$ cat src/rtl/serial_subtractor.sv
// Bit-serial subtractor: computes (a - b - bin) one bit per clock, LSB first.
// Ports: clk, rst (async high), start/a/b/bin in; busy, done, diff, bout out.
module serial_subtractor #(
  parameter int WIDTH = 8
) (
  input  logic             clk,
  input  logic             rst,
  input  logic             start,
  input  logic [WIDTH-1:0] a,
  input  logic [WIDTH-1:0] b,
  input  logic             bin,
  output logic             busy,
  output logic             done,
  output logic [WIDTH-1:0] diff,
  output logic             bout
);

  localparam int CW = $clog2(WIDTH);
  localparam logic [CW-1:0] LAST = CW'(WIDTH - 1);

  typedef enum logic [1:0] {
    IDLE,
    RUN,
    DONE
  } state_t;

  state_t           state;
  state_t           nxt;
  logic [WIDTH-1:0] sa;
  logic [WIDTH-1:0] sb;
  logic [WIDTH-1:0] res;
  logic [WIDTH-1:0] res_n;
  logic             br;
  logic             br_n;
  logic             d;
  logic             last;
  logic [CW-1:0]    cnt;

  // one full-subtractor cell, reused every cycle
  assign d     = sa[0] ^ sb[0] ^ br;
  assign br_n  = (~sa[0] & sb[0]) | (~(sa[0] ^ sb[0]) & br);
  assign res_n = {d, res[WIDTH-1:1]};
  assign last  = (cnt == LAST);

  always_ff @(posedge clk or posedge rst) begin
    if (rst) state <= IDLE;
    else     state <= nxt;
  end

  always_comb begin
    nxt  = state;
    busy = 1'b0;
    done = 1'b0;
    unique case (state)
      IDLE: if (start) nxt = RUN;
      RUN: begin
        busy = 1'b1;
        if (last) nxt = DONE;
      end
      DONE: begin
        done = 1'b1;
        nxt  = IDLE;
      end
      default: nxt = IDLE;
    endcase
  end

  always_ff @(posedge clk or posedge rst) begin
    if (rst) begin
      sa   <= '0;
      sb   <= '0;
      res  <= '0;
      br   <= 1'b0;
      cnt  <= '0;
      diff <= '0;
      bout <= 1'b0;
    end else if (state == IDLE && start) begin
      sa  <= a;
      sb  <= b;
      br  <= bin;
      cnt <= '0;
    end else if (state == RUN) begin
      sa  <= sa >> 1;
      sb  <= sb >> 1;
      br  <= br_n;
      res <= res_n;
      cnt <= cnt + 1'b1;
      // outputs only move on the completing edge
      if (last) begin
        diff <= res_n;
        bout <= br_n;
      end
    end
  end

endmodule

$ cat config.mk
export PLATFORM = sky130hd
export DESIGN_NAME = serial_subtractor
export DESIGN_NICKNAME = d
export VERILOG_FILES = /design/src/rtl/serial_subtractor.sv
export SDC_FILE = /design/constraint.sdc
export NUM_CORES = 1
export LEC_CHECK = 0
export CAP_MARGIN = 10
export CORE_UTILIZATION = 54
export CTS_CLUSTER_DIAMETER = 120
export DETAILED_ROUTE_END_ITERATION = 16
export PLACE_DENSITY = 0.8
export SLEW_MARGIN = 10
export SYNTH_ARGS = -nofsm -noshare
export SYNTH_HDL_FRONTEND = slang
export SYNTH_SLANG_ARGS = --single-unit
$ cat constraint.sdc
create_clock -name clk -period 4.4 [get_ports clk]
set_clock_uncertainty 0.05 [all_clocks]
set_input_delay 0.88 -clock clk [delete_from_list [all_inputs] [get_ports clk]]
set_output_delay 0.88 -clock clk [all_outputs]
set_load 0.05 [all_outputs]
# ---- Word-level counts from Yosys, hierarchy flattened
# Cells that the tools add are included.
# W data, S select, Z words.
dict set report totals {
  ff_bits 39
  n_memories 0
  output_inout_bits 11
  mem_bits_ro 0
  in_bits 20
  word_cells 41
  ramBits 0
  latchBits 0
}
dict set report classes {
  mul 0
  shift 0
  magnitude_cmp 0
  n_bitwise 8
  div 0
  n_reduce_logical 6
  n_addsub 1
  muxes 13
  n_eq_ne 5
}
# cell n
set ops {}
lappend ops {{$mux W8} 4}
lappend ops {{$mux W3} 2}
lappend ops {{$mux W1} 4}
lappend ops {{$mux W2} 2}
lappend ops {{$ne A2 B2 Y1 const B} 2}
lappend ops {{$pmux W2 S2} 1}
lappend ops {{$reduce_and A2 Y1} 2}
lappend ops {{$add A3 B1 Y3 const B} 1}
lappend ops {{$eq A3 B3 Y1 const B} 1}
lappend ops {{$not A1 Y1} 3}
lappend ops {{$reduce_and A3 Y1} 1}
lappend ops {{$and A1 B1 Y1} 2}
lappend ops {{$eq A2 B1 Y1 const B} 1}
lappend ops {{$eq A2 B2 Y1 const B} 1}
lappend ops {{$logic_not A2 Y1} 1}
lappend ops {{$reduce_bool A2 Y1} 1}
lappend ops {{$xor A1 B1 Y1} 2}
lappend ops {{$logic_and A1 B1 Y1} 1}
lappend ops {{$or A1 B1 Y1} 1}

# ---- Longest topological paths before layout
dict set report depth {
  depth_word 6
  mapped_depth 5
  ltp_nobuf 4
}

# ---- Worst setup path after synthesis
# OpenSTA, ideal clock, no wires.
dict set report synth_path {
  path_type {reg2out}
  from {register state[1]}
  to {output done}
  arrival_time_ns 1.486
  stages_incl_launch_ff 4
  required_time_ns 3.470
  slack_ns 1.984
  path_buffers 2
  path_cell_list {dfrtp_1 buf_4 clkbuf_1 nor2b_1}
}
dict set report synth_between {
  elab_chain_cells 2
}
# item line_no
set synth_lines {}
lappend synth_lines {{from (decl)} 27} ;# state_t state;
lappend synth_lines {{from (signal assigned)} 47} ;# else state <= nxt;
lappend synth_lines {{$eq A2 B2 Y1} 54} ;# unique case (state)
lappend synth_lines {{$mux W1} 54}
lappend synth_lines {{to (decl)} 13} ;# output logic done,
# Every way passes these cells.

# ---- Final worst setup path
dict set report layout_path {
  from {register state[1]}
  to {output busy}
}
dict set report layout_between {
  elab_chain_cells 2
}
# item line_no
set layout_lines {}
lappend layout_lines {{$eq A2 B1 Y1} 54}
lappend layout_lines {{$mux W1} 54}
lappend layout_lines {{to (decl)} 12} ;# output logic busy,
# Every way passes these cells.

==> reports/metrics.cfg <==
[status]
outcome=finished, final reports clean

[worst_setup_path]
rr_startpoint=state[0]$_DFFE_PP0P_
worstPathArrival_ns=2.37
worstSetupPathType=register to output pin
crit_fanout=18
r2r_slack_ns=2.74
worstPathRequired_ns=3.47
critPathCaptureType=output pin
crit_path_start_kind=register
startpoint=state[1]$_DFFE_PP0P_

[pwr]
power_frac_seq_pct=36.2
ir_worst_vdd_mv=0.3098
p_switching_mw=0.6739
p_int_mw=0.9967
clock_power_share_pct=11.2
power.density_nw_per_um2=730.4
switching_share_pct=40.34
leakage_nw=1.003
p_comb_share_pct=52.6

[synth]
yosys.cell_types.count=24
seq_area_frac_synth_pct=48.59
synthTopCellsByArea=dfrtp_1 (49%), a221oi_2 (12%), nor4b_2 (6.9%)
synth-simple-area-share_pct=14.26
synth_compound_area_share_pct=14.51
synth_top_area_cell=dfrtp_1
synth_top_area_share_pct=48.59
ys_warn_count=0
synthesis.area_um2=1957
synth_top_family_by_area=compound AO/OA/AOI/OAI gates
synth_mux_area_share_pct=11.25
synth_fa_ha_area_share_pct=2.302
synthCells=138
synthesis.nets=161
ys_seq_elements=38
synth_xor_area_share_pct=0
avgSynthCellArea_um2=14.18

[routing]
drt-initial-drc-count=29
finalWirelength_um=3139
first_pass_iters=5
routed_via_density=5.559
wl_per_cell_um=14.74
antenna_left=0
drc=0
vias=1184

[sta]
final_max_slew_viol_count=0
relSlewSlack_pct=48.44
final.setup.tns_ns=0
fin_crit_ns=3.300
finalHoldViolCount=0
min_period_over_period_pct=74.99
grt_setup_unrepaired=no
finalSetupViolations=0
worstMarginPinSlew_ns=0.7735
clock.fmax_mhz=303.1
fin_ws_ns=1.100

[final_layout]
final_common_cell=dfrtp_1
fin_util_pct=66.96
nets=189
synthToLayoutAreaGrowth_pct=16.88
drive_gt1_share_pct=31.74
layout_common_cells=dfrtp_1 (38), clkdlybuf4s50_1 (30), inv_1 (18)
insertedDiodeCount=0

[hold_path]
hp-class=register to register
min_from=diff[7]$_DFFE_PP0P_

[grt]
overflow=0
grt_use_total_pct=18.52
grt_pass1_vias=1211
grt_max_degree=39
antenna_found_initial=0
grt_pass1_wl_um=5554

[floorplanning]
chipHeight_um=62.20
die_area_um2=3869
io_pins=31
placeableCoreArea_um2=3416
rows=21
start_util_pct=57.29
dieWidth_um=62.20

[clock_tree]
cts_tree=done
cts_resized=0
insertion_delay_ns=0.34
root_buffer=clkbuf_4
cts_setup_buffers=0
htree_levels=2
cts_hold_buf=0
clockBufferDepth=2
numCtsBuffers=5
clk_pin_slew_worst_paths_ns=0.10
cts_sinks=38

[placed_design]
dpl.hpwl_um=2138
post-place-ws_ns=1.463
numPortBuffers=30
gp_congestion=0.7611

[flow_run]
maxCapViolCount=0

## path summary, 6_finish.rpt
kind	end	cells after the start
setup / recovery	busy	2
hold / removal	diff[7]$_DFFE_PP0P_	1
setup reg to reg	cnt[0]$_DFFE_PP0P_	3
hold reg to reg	diff[7]$_DFFE_PP0P_	1
max in group asynchronous	bout$_DFFE_PP0P_	3
min in group asynchronous	diff[3]$_DFFE_PP0P_	3
## layer usage
| layer | global-route usage [%] | up-vias | wire [um] |
|---|---|---|---|
| met5 | 0 | - | 0 |
| met4 | 8.721 | 0 | 66 |
| met3 | 4.412 | 8 | 119 |
| met2 | 30.63 | 30 | 1603 |
| met1 | 22.84 | 590 | 1350 |
| li1 | - | 556 | - |
## sequential cells by signal, indices dropped and copies added, names as in the netlist
signal,flops
res,7
state,2
sb,8
diff,8
br,1
sa,8
cnt,3
bout,1
## logic make-up after synthesis
logic type                 after synthesis
AOI/OAI and AO/OA                       21
adders and majority gates                3
buffers and inverters                   30
DFF                                     38
muxes                                   17
and+or+nand+nor                         29
## synthesized netlist by cell type, drive strengths merged
master	count
mux2	16
and2b	1
nor4b	15
ha	2
fa	1
clkbuf	2
mux2i	1
inv	18
nand3b	1
a21oi	1
buf	10
or2b	2
a221oi	15
nor3b	1
o21bai	1
nor2b	1
nor2	8
dfrtp	38
a22o	4
## critical path, cell delays in order (launching register included)
cell and delay (ns):
dfrtp_1 0.39, and2b_1 0.70, clkdlybuf4s50_1 0.94
## stage by stage
| step | instances | area [um2] | total power [mW] | hold slack [ns] |
|---|---|---|---|---|
| finish | 213 | 2287 | 1.671 | 0.4705 |
| CTS | 213 | 2287 | 1.690 | 0.4743 |
| global route | 213 | 2287 | 1.787 | 0.4965 |
| global placement | 205 | 2227 | 1.464 | 0.4387 |
| floorplan | 138 | 1957 | 1.350 | 0.4199 |
| detailed placement | 205 | 2227 | 1.506 | 0.4498 |
## cell type report
class	instances	area, um2
clock buffer	7	55.05
clock inverter	1	5.005
tap	46	57.56
fill	270	1129
sequential	38	950.9
multi-input combinational	70	828.3
timing repair buffer	33	322.8
inverter	18	67.56
## power by group through the flow
stage | combinational [mW] | clock [mW] | sequential (mW)
finish | 0.879 | 0.188 | 0.604
global route | 0.944 | 0.214 | 0.629
CTS | 0.890 | 0.192 | 0.608
detailed placement | 0.890 | 0 | 0.616
global placement | 0.860 | 0 | 0.604
floorplan | 0.604 | 0 | 0.747
(Power assumes the default switching activity.)
